`src/rtl/sdram_frame_reader.sv`:
```
`default_nettype none
// ============================================================================
// Module   : sdram_frame_reader
// Purpose  : Read-side streaming stage between sdram_controller and the TFT
//            pixel timing logic. Walks a frame buffer in SDRAM with 4-word
//            read bursts and lands each burst in a small show-ahead pixel
//            FIFO that the TFT side pops one word per pix_rd strobe.
// Ports    : clk, rst_n        - clock, asynchronous active-low reset
//            enable            - allows new bursts to be issued
//            frame_start       - rewinds address to BASE_ADDR, flushes FIFO
//            rd_addr/rd_enable - burst request to the controller
//            busy/rd_data      - controller status and current burst word
//            rd_ready          - pops one burst word from the controller
//            pix_data/pix_valid- FIFO head word / FIFO not empty
//            pix_rd            - pops the FIFO head
//            underflow         - sticky "pop while empty" flag
// Config   : `define FRAME_READER_UNDERFLOW_EN to build the sticky underflow
//            detector; otherwise underflow is tied low.
// Params   : FRAME_WORDS must be a multiple of 4; FIFO_DEPTH must be a power
//            of two and at least 8.
// Revision : 1.0 - initial release
// ============================================================================
module sdram_frame_reader #(
  parameter int HADDR_WIDTH = 22,
  parameter int BASE_ADDR   = 0,
  parameter int FRAME_WORDS = 130560,
  parameter int FIFO_DEPTH  = 16
) (
  input  logic                   clk,
  input  logic                   rst_n,
  input  logic                   enable,
  input  logic                   frame_start,
  output logic [HADDR_WIDTH-1:0] rd_addr,
  output logic                   rd_enable,
  input  logic                   busy,
  input  logic [15:0]            rd_data,
  output logic                   rd_ready,
  output logic [15:0]            pix_data,
  output logic                   pix_valid,
  input  logic                   pix_rd,
  output logic                   underflow
);

  localparam int c_ptr_w = $clog2(FIFO_DEPTH);
  localparam int c_cnt_w = c_ptr_w + 1;

  localparam logic [HADDR_WIDTH-1:0] c_base = HADDR_WIDTH'(BASE_ADDR);
  localparam logic [HADDR_WIDTH-1:0] c_end  = HADDR_WIDTH'(BASE_ADDR + FRAME_WORDS);
  // A new burst is only requested when all 4 words are guaranteed to fit.
  localparam logic [c_cnt_w-1:0]     c_fill_limit = c_cnt_w'(FIFO_DEPTH - 4);

  localparam logic [2:0] c_st_idle    = 3'd0;
  localparam logic [2:0] c_st_req     = 3'd1;
  localparam logic [2:0] c_st_wait_hi = 3'd2;
  localparam logic [2:0] c_st_wait_lo = 3'd3;
  localparam logic [2:0] c_st_drain   = 3'd4;

  logic [2:0]             state_q, state_d;
  logic [1:0]             wait_cnt_q, wait_cnt_d;
  logic [1:0]             beat_q, beat_d;
  logic [HADDR_WIDTH-1:0] addr_q, addr_d;
  logic [HADDR_WIDTH-1:0] addr_inc;
  logic                   discard_q, discard_d;
  logic                   rd_enable_q, rd_enable_d;
  logic                   rd_ready_q, rd_ready_d;

  logic [15:0]            mem_q [FIFO_DEPTH];
  logic [15:0]            mem_d [FIFO_DEPTH];
  logic [c_ptr_w-1:0]     wr_ptr_q, wr_ptr_d;
  logic [c_ptr_w-1:0]     rd_ptr_q, rd_ptr_d;
  logic [c_cnt_w-1:0]     fifo_count_q, fifo_count_d;

  logic                   can_issue;
  logic                   last_beat;
  logic                   fifo_empty;
  logic                   push;
  logic                   pop;

  assign fifo_empty = (fifo_count_q == '0);
  assign last_beat  = (state_q == c_st_drain) && (beat_q == 2'd3);
  assign can_issue  = enable && !busy && (fifo_count_q <= c_fill_limit) && !frame_start;

  // --------------------------------------------------------------------------
  // FSM: state register
  // --------------------------------------------------------------------------
  always_ff @(posedge clk or negedge rst_n) begin
    if (!rst_n) begin
      state_q    <= c_st_idle;
      wait_cnt_q <= 2'd0;
      beat_q     <= 2'd0;
    end else begin
      state_q    <= state_d;
      wait_cnt_q <= wait_cnt_d;
      beat_q     <= beat_d;
    end
  end

  // --------------------------------------------------------------------------
  // FSM: next-state logic
  // --------------------------------------------------------------------------
  always_comb begin
    state_d    = state_q;
    wait_cnt_d = wait_cnt_q;
    beat_d     = beat_q;
    case (state_q)
      c_st_idle: begin
        if (can_issue) begin
          state_d = c_st_req;
        end
      end
      c_st_req: begin
        state_d    = c_st_wait_hi;
        wait_cnt_d = 2'd0;
      end
      c_st_wait_hi: begin
        // A request the controller never acknowledged is simply reissued.
        if (busy) begin
          state_d = c_st_wait_lo;
        end else if (wait_cnt_q == 2'd3) begin
          state_d = c_st_req;
        end else begin
          wait_cnt_d = wait_cnt_q + 2'd1;
        end
      end
      c_st_wait_lo: begin
        if (!busy) begin
          state_d = c_st_drain;
          beat_d  = 2'd0;
        end
      end
      c_st_drain: begin
        beat_d = beat_q + 2'd1;
        if (beat_q == 2'd3) begin
          state_d = c_st_idle;
        end
      end
      default: begin
        state_d = c_st_idle;
      end
    endcase
  end

  // --------------------------------------------------------------------------
  // FSM: outputs, registered off the next state so they line up with it
  // --------------------------------------------------------------------------
  always_comb begin
    rd_enable_d = (state_d == c_st_req);
    rd_ready_d  = (state_d == c_st_drain);
  end

  // --------------------------------------------------------------------------
  // Address walk and discard tracking
  // --------------------------------------------------------------------------
  assign addr_inc = addr_q + HADDR_WIDTH'(4);

  always_comb begin
    addr_d    = addr_q;
    discard_d = discard_q;
    if (frame_start) begin
      addr_d = c_base;
    end else if (last_beat && !discard_q) begin
      addr_d = (addr_inc == c_end) ? c_base : addr_inc;
    end
    // A burst already requested when frame_start arrives belongs to the old
    // frame: it still drains from the controller but is not stored.
    if (last_beat) begin
      discard_d = 1'b0;
    end else if (frame_start && (state_q != c_st_idle)) begin
      discard_d = 1'b1;
    end
  end

  // --------------------------------------------------------------------------
  // Pixel FIFO (show-ahead)
  // --------------------------------------------------------------------------
  assign push = (state_q == c_st_drain) && !discard_q && !frame_start;
  assign pop  = pix_rd && !fifo_empty && !frame_start;

  always_comb begin
    mem_d        = mem_q;
    wr_ptr_d     = wr_ptr_q;
    rd_ptr_d     = rd_ptr_q;
    fifo_count_d = fifo_count_q;
    if (frame_start) begin
      wr_ptr_d     = '0;
      rd_ptr_d     = '0;
      fifo_count_d = '0;
    end else begin
      if (push) begin
        mem_d[wr_ptr_q] = rd_data;
        wr_ptr_d        = wr_ptr_q + c_ptr_w'(1);
      end
      if (pop) begin
        rd_ptr_d = rd_ptr_q + c_ptr_w'(1);
      end
      case ({push, pop})
        2'b10:   fifo_count_d = fifo_count_q + c_cnt_w'(1);
        2'b01:   fifo_count_d = fifo_count_q - c_cnt_w'(1);
        default: fifo_count_d = fifo_count_q;
      endcase
    end
  end

  // --------------------------------------------------------------------------
  // Datapath registers
  // --------------------------------------------------------------------------
  always_ff @(posedge clk or negedge rst_n) begin
    if (!rst_n) begin
      addr_q       <= c_base;
      discard_q    <= 1'b0;
      rd_enable_q  <= 1'b0;
      rd_ready_q   <= 1'b0;
      wr_ptr_q     <= '0;
      rd_ptr_q     <= '0;
      fifo_count_q <= '0;
      for (int i = 0; i < FIFO_DEPTH; i++) begin
        mem_q[i] <= 16'h0000;
      end
    end else begin
      addr_q       <= addr_d;
      discard_q    <= discard_d;
      rd_enable_q  <= rd_enable_d;
      rd_ready_q   <= rd_ready_d;
      wr_ptr_q     <= wr_ptr_d;
      rd_ptr_q     <= rd_ptr_d;
      fifo_count_q <= fifo_count_d;
      mem_q        <= mem_d;
    end
  end

  assign rd_addr   = addr_q;
  assign rd_enable = rd_enable_q;
  assign rd_ready  = rd_ready_q;
  assign pix_data  = mem_q[rd_ptr_q];
  assign pix_valid = !fifo_empty;

  // --------------------------------------------------------------------------
  // Sticky underflow detector
  // --------------------------------------------------------------------------
`ifdef FRAME_READER_UNDERFLOW_EN
  logic underflow_q, underflow_d;

  // frame_start clears the flag even if an empty pop lands in the same cycle.
  always_comb begin
    underflow_d = underflow_q;
    if (frame_start) begin
      underflow_d = 1'b0;
    end else if (pix_rd && fifo_empty) begin
      underflow_d = 1'b1;
    end
  end

  always_ff @(posedge clk or negedge rst_n) begin
    if (!rst_n) begin
      underflow_q <= 1'b0;
    end else begin
      underflow_q <= underflow_d;
    end
  end

  assign underflow = underflow_q;
`else
  assign underflow = 1'b0;
`endif

endmodule
`default_nettype wire

```
`config.mk`:
```
export PLATFORM = sky130hd
export DESIGN_NAME = sdram_frame_reader
export DESIGN_NICKNAME = d
export VERILOG_FILES = /design/src/rtl/sdram_frame_reader.sv
export SDC_FILE = /design/constraint.sdc
export NUM_CORES = 1
export LEC_CHECK = 0
export CAP_MARGIN = 10
export CORE_MARGIN = 3
export CORE_UTILIZATION = 50
export CTS_CLUSTER_DIAMETER = 40
export DETAILED_ROUTE_END_ITERATION = 10
export GPL_TIMING_DRIVEN = 1
export PLACE_DENSITY = 0.64
export SYNTH_ARGS = -nofsm -noshare
export SYNTH_HDL_FRONTEND = slang
export SYNTH_SLANG_ARGS = --single-unit
export TNS_END_PERCENT = 20
```
`constraint.sdc`:
```
create_clock -name clk -period 8 [get_ports clk]
set_input_delay 1.6 -clock clk [delete_from_list [all_inputs] [get_ports clk]]
set_output_delay 1.6 -clock clk [all_outputs]
set_load 0.005 [all_outputs]
```
==> results of run 1 <==
-- routing by layer --
metal | part of all wire, % | vias up
li1 | - | 4061
met1 | 48 | 4700
met2 | 46 | 160
met3 | 3.6 | 52
met4 | 1.8 | 0
met5 | 0 | -
-- sequential cells by signal (all words and copies together), names as in the netlist --
name,cells
beat_q,2
wait_cnt_q,2
rd_ptr_q,4
rd_ready,1
fifo_count_q,5
mem_q,256
state_q,3
discard_q,1
rd_addr,20
wr_ptr_q,4
rd_enable,1
-- worst max-delay path, cell delays in order, from the launching register on --
cell and delay [ns]:
dfrtp_1 0.99, nor2b_2 0.70, buf_4 0.42, nand2_1 0.11, nand2_1 0.08, a21oi_1 0.06
o21ai_0 0.21, nand2_1 0.11, clkdlybuf4s50_1 0.46
-- cells in the final DEF, fill, tap and decap left out, drive strengths merged, types with 12 or more instances in the layout --
master         Yosys  final
nor2              41     41
xor2              15     15
nand2             68     68
mux4              32     32
mux2i             58     58
dfrtp            299    299
a221oi            17     17
a22oi             17     17
o21ai             37     37
nand3             28     28
clkdlybuf4s50      0     59
a21oi             25     25
bufinv             0     12
mux2             267    267
buf               34     18
clkbuf            45     54
-- cell type report --
class                      count  area (µm²)  area share, %
sequential                   299        7486          44.57
multi-input combinational    701        6424          38.24
clock buffer                  54        1177          7.010
timing repair buffer          77       745.7          4.440
tap                          378       473.0          2.816
clock inverter                24       464.2          2.764
inverter                       7       26.28         0.1564
-- power by group through the flow --
stage | logic [mW] | registers [mW] | clock network, mW
global placement | 0.491 | 1.71 | 0
floorplan | 0.415 | 1.61 | 0
detailed placement | 0.493 | 1.71 | 0
finish | 0.491 | 1.68 | 2.13
global route | 0.538 | 1.70 | 2.23
CTS | 0.500 | 1.68 | 2.16
-- worst max path at each step --
| stage | start | endpoint | slack, ns |
|---|---|---|---|
| 6_report | rd_ptr_q[2] | pix_data[4] | 2.73 |
| 5_1_grt | rd_ptr_q[2] | pix_data[3] | 2.51 |
| 4_1_cts | rd_ptr_q[2] | pix_data[4] | 2.69 |
| 3_5_place_dp | rd_ptr_q[2] | pix_data[5] | 3.30 |
| 3_3_place_gp | rd_ptr_q[2] | pix_data[3] | 3.36 |
| 2_1_floorplan | rd_ptr_q[0] | pix_data[1] | 4.41 |
-- through the flow --
| stage | hold slack [ns] | util, % | setup WS (ns) | cells |
|---|---|---|---|---|
| final | 0.4990 | 60.13 | 2.730 | 1540 |
| after detailed placement | 0.4889 | 54.25 | 3.297 | 1462 |
| after floorplan | 0.4738 | - | 4.410 | 1086 |
| after global placement | 0.4813 | 54.25 | 3.363 | 1462 |
| after CTS | 0.5012 | 60.13 | 2.695 | 1540 |
| after global routing | 0.5077 | 60.13 | 2.514 | 1540 |
-- cell families after synthesis --
kind of cell	after synthesis	synth area share (%)
DFF	299	52.39
other	1	0.02626
buffers and inverters	86	2.769
muxes	357	30.16
AOI/OAI and AO/OA	120	5.599
adders and majority gates	12	1.104
xor gates and xnor gates	23	1.411
and+or+nand+nor	186	6.536
==> out/metrics.yaml, run 1 <==
rr_endpoint: "fifo_count_q[4]"
grt_remaining_overflow: 0
cts_resized: 0
net-switching-power_mw: 1.052
cts_tree: "done"
final_hold_viol_count: 0
hold_buffers: 0
clock-sinks: 299
routed_wirelength_um: 34250
combPwrFrac_pct: 11.4
clk_latency_ns: 0.53
grt_use_met3_pct: 3.325
slew_violations: 0
vias: 8973
timing.fmax_mhz: 189.8
antenna_found_initial: 0
drt-pass1-iter-count: 5
syn_avg_cell_area_um2: 13.17
ys_ff_latch: 299
clk_pin_slew_worst_paths_ns: 0.05
min-delay-path-class: "register to register"
power_mw: 4.305
dpl-instance-area_um2: 15150
p_int_mw: 3.252
synthTopCellsByArea: "dfrtp_1 52%, mux2_2 21%, mux4_2 5.0%, mux2i_1 4.1%, nand2_1 1.8%"
met1_usage_pct: 33.86
synth_cells: 1084
cts_root_buf: "clkbuf_16"
final_antenna_net_count: 0
hold_depth: 1
drive_gt1_share_pct: 35.80
criticalPathCategory: "register to output pin"
syn_area_um2: 14280
synthTopCellsByCount: "299 x dfrtp_1, 267 x mux2_2, 68 x nand2_1"
viasPerCell: 5.827
finalSetupViolations: 0
p_sw_share_pct: 24.45
nNetsFinal: 1163
fill_cells: 2246
pwr-share-clk_pct: 49.5
ys.flop_type: "dfrtp_1"
fp.dieW_um: 175.0
grt_pass1_vias: 9199
r2r_cells: 12
whs_endpoint: "mem_q[219]"
tns_ns: 0
min_period_over_period_pct: 65.87
peakVddDrop_mv: 0.1532
die_area_um2: 30630
worstMarginPinSlew_ns: 1.117
r2r_slack_ns: 4.62
ys_seq_area_share_pct: 52.39
grt_pass1_wl_um: 54670
synth_top_area_share_pct: 52.39
grt_util_all_layers_pct: 22.82
critPathCaptureType: "output pin"
met2_usage_pct: 35.82
die_h_um: 175.0
async_reset_ff_share_pct: 100.0
grt_max_degree: 115
yosys.area.top_type: "dfrtp_1"
rows: 61
cts_buffer_depth: 3
netlist-cell-type-count: 59
cp-start-kind: "register"
busiest_layer: "met2"
postCtsSetupBuffers: 0
numCtsBuffers: 43
leakage_nw: 7.791
layout_min_cycle_time_ns: 5.270
drtIter0Drc: 607
drv_cap: 0
synth_most_common_cell: "dfrtp_1"
synth_warnings: 0
port-buffer-count: 60
synth_edf_count: 0
antennaDiodeCount: 0
min_from: "mem_q[219]"
start_util_pct: 51.12
h-tree-depth: 2
area_delta_synth_final_pct: 17.61
status: "finished clean"
p_per_area_nw_per_um2: 256.3
pin_count: 64
remaining_drc_errors: 0
rsz0062_at_grt: "false"
core_area_um2: 27930
fin_skew_ns: 0.01822
path_max_fanout: 20
seq_power_share_pct: 39.1
dp_hpwl_um: 20010
slew_headroom_pct: 25.47
r2r_start: "state_q[0]"
worst_ep_arrival_time_ns: 3.67
design_area_um2: 16800
wire_per_inst_um: 22.24
routabilityCongestion: 0.7572
crit_required_ns: 6.40
Power figures use the tool's default switching activity.
==> run 2, diff against run 1 <==
==> constraint.sdc (replaced) <==
create_clock -name clk -period 5.2 [get_ports clk]
set_input_delay 1.04 -clock clk [delete_from_list [all_inputs] [get_ports clk]]
set_output_delay 1.04 -clock clk [all_outputs]
set_load 0.005 [all_outputs]
==> run 2 against run 1 <==
Effect of this change:
- die area is the same
- final area grew 0.30%
- critical path depth decreased by 2
- combinational power up 60%
- routed wire length is 2.6% lower
- total power rose by 52%
- via count is 0.12% lower
- cell count is 0.71% higher
- worst setup slack worse by 1.8 ns
- sequential power is 52% higher
==> out/metrics.yaml, run 2 (synthesis results as in run 1) <==
port-buffer-count: 60  # unchanged
largest_reg_flops: 256  # unchanged
dp.cells: 1465  # +0.21%
die_area_um2: 30630  # unchanged
min_period_over_period_pct: 82.13
remaining_drc_errors: 0  # unchanged
cts_root_buf: "clkbuf_16"
cp_num_buf_inv: 2  # unchanged
drive_gt1_share_pct: 36.74  # +0.94 points
nNetsFinal: 1169  # +0.52%
cts_resized: 0  # unchanged
fp.dieW_um: 175.0  # unchanged
critPathCaptureType: "output pin"
layout.cells.non_filler: 1551  # +0.71%
top_register: "mem_q"
tns_ns: 0  # unchanged
layout_min_cycle_time_ns: 4.271
pin_count: 64  # unchanged
numCtsBuffers: 46  # +7.0%
core_area_um2: 27930  # unchanged
final_antenna_net_count: 0  # unchanged
crit_chain: "and2_1 > buf_4 > a221oi_1 > o21ai_0 > nand2_1 > clkdlybuf4s50_1"
grt_pass1_vias: 9262  # +0.68%
rows: 61  # unchanged
final_hold_viol_count: 0  # unchanged
grt_util_all_layers_pct: 22.28  # -0.54 points
peakVddDrop_mv: 0.2520  # +64%
cp_num_cells: 6  # -2
start_util_pct: 51.12  # unchanged
antennaDiodeCount: 0  # unchanged
die_h_um: 175.0  # unchanged
grt_pass1_wl_um: 53670  # -1.8%
path_max_fanout: 12  # -40%
grt_max_degree: 96  # -17%
clk_latency_ns: 0.54  # about the same
slew_violations: 0  # unchanged
postCtsSetupBuffers: 0  # unchanged
hold_buffers: 0  # unchanged
clock-sinks: 299  # unchanged
clk_pin_slew_worst_paths_ns: 0.05  # about the same
crit_required_ns: 4.16  # -2.24 ns
wire_per_inst_um: 21.51  # -3.3%
status: "finished clean"
mostFrequentLayoutCell: "dfrtp_1"
p_per_area_nw_per_um2: 389.1  # +52%
r2r_cells: 4  # -8
criticalPathCategory: "register to output pin"
r2r_slack_ns: 1.82  # -2.80 ns
drt-pass1-iter-count: 5  # unchanged
vias: 8962  # -0.12%
dp_hpwl_um: 20080  # +0.36%
timing.fmax_mhz: 234.2
worst_path_max_delay_cell: "dfrtp_1"
routed_wirelength_um: 33370  # -2.6%
fin_skew_ns: 0.01761  # -0.0006042 ns
drtIter0Drc: 525  # -14%
fin_util_pct: 60.31  # +0.18 points
hold_depth: 1  # unchanged
worst_ep_arrival_time_ns: 3.23  # -0.44 ns
crit_family: "simple AND/OR/NAND/NOR gates"
h-tree-depth: 2  # unchanged
leakage_nw: 7.848  # +0.74%
routabilityCongestion: 0.7870  # +3.9%
slew_headroom_pct: 24.21  # -1.3 points
rsz0062_at_grt: "false"
cp-start-kind: "register"
worstMarginPinSlew_ns: 1.137  # +0.02001 ns
grt_remaining_overflow: 0  # unchanged
min-delay-path-class: "register to register"
area_delta_synth_final_pct: 17.96
cts_buffer_depth: 3  # unchanged
cts_tree: "done"
antenna_found_initial: 2  # +2
drv_cap: 0  # unchanged
critPathMaxStageDelay_ns: 0.70  # -0.29 ns
finalSetupViolations: 0  # unchanged
mostFrequentLayoutCells: "298 x dfrtp_1, 267 x mux2_2, 68 x nand2_1"
viasPerCell: 5.778  # -0.83%
-- run 2: area by class of cell --
class / count / area (µm²)
fill: 2295 / 11090
inverter: 7 / 26.28
multi-input combinational: 701 / 6424
clock buffer: 57 / 1326
tap: 378 / 473.0
timing repair buffer: 80 / 780.7
sequential: 299 / 7486
clock inverter: 29 / 330.3
-- run 2: worst reg2reg max path, delay by kind of cell, from the launching register on --
kind	cells	cell delay (ns)
flops	1	0.49
mux	1	0.60
simple gates	3	2.18
-- run 2: where the power goes --
part	internal (mW)	switching, mW
clock	2.05	1.17
combinational	0.398	0.389
sequential	2.40	0.147
-- run 2: routing by layer --
| layer | GRT usage [%] | part of all wire, % |
|---|---|---|
| met5 | 0 | 0.075 |
| met4 | 4.621 | 1.3 |
| met3 | 3.716 | 3.9 |
| met2 | 35.64 | 47 |
| met1 | 32.45 | 48 |
-- run 2: path summary, 6_finish.rpt --
| path | from | end |
|---|---|---|
| worst max-delay path | rd_ptr_q[2] | pix_data[6] |
| worst min-delay path | mem_q[84] | mem_q[84] |
| worst max register to register | state_q[0] | mem_q[141] |
| worst min register to register | mem_q[84] | mem_q[84] |
| max in group asynchronous | rst_n | mem_q[66] |
| min in group asynchronous | rst_n | rd_addr[3] |
-- run 2: per-stage QoR --
step / cell area [µm²] / hold slack, ns / worst slack, ns / total power [mW]
global placement: 15190 / 0.4819 / 1.338 / 3.385
finish: 16850 / 0.4974 / 0.9293 / 6.556
floorplan: 14290 / 0.4738 / 2.170 / 3.119
global route: 16850 / 0.5085 / 0.7657 / 6.829
CTS: 16850 / 0.4997 / 0.9046 / 6.639
detailed placement: 15190 / 0.4886 / 1.299 / 3.393
==> run 3, diff against run 2 <==
==> constraint.sdc (replaced) <==
create_clock -name clk -period 4.5 [get_ports clk]
set_input_delay 0.9 -clock clk [delete_from_list [all_inputs] [get_ports clk]]
set_output_delay 0.9 -clock clk [all_outputs]
set_load 0.005 [all_outputs]
==> run 3 against run 2 <==
Effect of this change:
- flip-flop and latch count unchanged
- non-clock buffer count is 6 higher
- via count about the same
- utilization is 0.46 points lower
- largest cell class unchanged
- largest power group unchanged
==> out/metrics.yaml, run 3 (synthesis results as in run 1) <==
r2r_slack_ns: 1.47  # -0.35 ns
crit_chain: "nor2b_2 > buf_4 > nand2_1 > nand2_1 > a21oi_1 > o21ai_0 > nand2_1 > clkdlybuf4s50_1"
drtIter0Drc: 558  # +6.3%
dp_hpwl_um: 20730  # +3.2%
r2r_cells: 13  # +9
crit_family: "simple AND/OR/NAND/NOR gates"
final_hold_viol_count: 0  # unchanged
mostFrequentLayoutCells: "298 x dfrtp_1, 267 x mux2_2, 68 x nand2_1"
grt_util_all_layers_pct: 21.96  # -0.32 points
timing.fmax_mhz: 253.7
criticalPathCategory: "register to output pin"
drt-pass1-iter-count: 5  # unchanged
worst_path_max_delay_cell: "dfrtp_1"
final_antenna_net_count: 0  # unchanged
clk_latency_ns: 0.52  # -0.02 ns
fp.dieW_um: 175.0  # unchanged
numCtsBuffers: 45  # -2.2%
fin_ws_ns: 0.5585  # -0.3708 ns
tns_ns: 0  # unchanged
crit_required_ns: 3.60  # -0.56 ns
rsz0062_at_grt: "false"
clk_pin_slew_worst_paths_ns: 0.05  # about the same
clock-sinks: 299  # unchanged
critPathMaxStageDelay_ns: 0.63  # -0.07 ns
h-tree-depth: 2  # unchanged
ff_latch_area_um2: 7486  # unchanged
cp-start-kind: "register"
postCtsSetupBuffers: 0  # unchanged
remaining_drc_errors: 0  # unchanged
critPathCaptureType: "output pin"
p_per_area_nw_per_um2: 434.7  # +12%
wire_per_inst_um: 21.33  # -0.85%
grt_pass1_wl_um: 52770  # -1.7%
rows: 61  # unchanged
cp_num_cells: 8  # +2
die_h_um: 175.0  # unchanged
mostFrequentLayoutCell: "dfrtp_1"
cts_tree: "done"
rr_endpoint: "fifo_count_q[4]"
path_max_fanout: 18  # +6
port-buffer-count: 60  # unchanged
routabilityCongestion: 0.7731  # -1.8%
slew_headroom_pct: 36.73  # +13 points
core_area_um2: 27930  # unchanged
drv_cap: 0  # unchanged
hold_buffers: 0  # unchanged
cts_resized: 0  # unchanged
cts_root_buf: "clkbuf_16"
start_util_pct: 51.12  # unchanged
die_area_um2: 30630  # unchanged
nNetsFinal: 1174  # +0.43%
vias: 8964  # +0.022%
layout_min_cycle_time_ns: 3.942
leakage_nw: 7.774  # -0.94%
grt_remaining_overflow: 0  # unchanged
fin_util_pct: 59.85  # -0.46 points
fill_cells: 2292  # -0.13%
peakVddDrop_mv: 0.3138  # +25%
dp_worst_setup_slack_ns: 1.015  # -0.2839 ns
drive_gt1_share_pct: 36.40  # -0.34 points
antenna_found_initial: 1  # -1
min_period_over_period_pct: 87.59
fin_skew_ns: 0.01830  # +0.0006903 ns
r2r_start: "fifo_count_q[1]"
top_register: "mem_q"
worst_ep_arrival_time_ns: 3.04  # -0.19 ns
slew_violations: 0  # unchanged
cts_buffer_depth: 3  # unchanged
pin_count: 64  # unchanged
min-delay-path-class: "input port to async pin"
grt_max_degree: 116  # +21%
status: "finished clean"
finalSetupViolations: 0  # unchanged
area_delta_synth_final_pct: 17.07
grt_pass1_vias: 9134  # -1.4%
cp_num_buf_inv: 2  # unchanged
cp_common_cell: "nand2_1"
viasPerCell: 5.779  # about the same
multiInputGateArea_um2: 6424  # unchanged
largest_reg_flops: 256  # unchanged
worstMarginPinSlew_ns: 0.9491  # -0.1877 ns
routed_wirelength_um: 33090  # -0.85%
antennaDiodeCount: 0  # unchanged
## run 3: changes by cell type in the layout (fill, tap and decap cells not counted), sizes merged
cell and change:
clkbuf -6, inv -7, clkinvlp +4, clkinv +3, buf +6
## run 3: worst max path at each step
| stage | start | to | slack [ns] |
|---|---|---|---|
| global placement | frame_start | mem_q[9] | 1.05 |
| global route | rd_ptr_q[1] | pix_data[5] | 0.31 |
| CTS | rd_ptr_q[1] | pix_data[5] | 0.52 |
| detailed placement | frame_start | mem_q[11] | 1.02 |
| floorplan | state_q[2] | fifo_count_q[4] | 1.60 |
| finish | rd_ptr_q[1] | pix_data[5] | 0.56 |
## run 3: cell type report
class,count,share of cell area (%)
clock buffer,51,6.930
clock inverter,29,1.871
inverter,7,0.1572
multi-input combinational,701,38.42
sequential,299,44.78
tap,378,2.829
timing repair buffer,86,5.014
## run 3: stage by stage
stage	instance area (µm²)	power, mW	hold slack, ns	std cells
after floorplan	14290	3.604	0.4738	1086
after global placement	15250	3.929	0.4821	1471
after detailed placement	15250	3.938	0.4875	1471
after CTS	16720	7.361	0.4011	1551
after global routing	16720	7.551	0.4202	1551
final	16720	7.267	0.3703	1551
## run 3: layer usage
metal,wire length [µm],GRT usage [%]
met4,711,5.452
met5,13,0
met2,15070,34.13
met1,15960,32.84
met3,1329,3.086
## run 3: power by group
group	total [mW]	internal, mW	switching, mW
Sequential	2.89	2.78	0.105
Combinational	0.993	0.465	0.528
Clock	3.39	2.11	1.28
Total	7.27	5.35	1.91
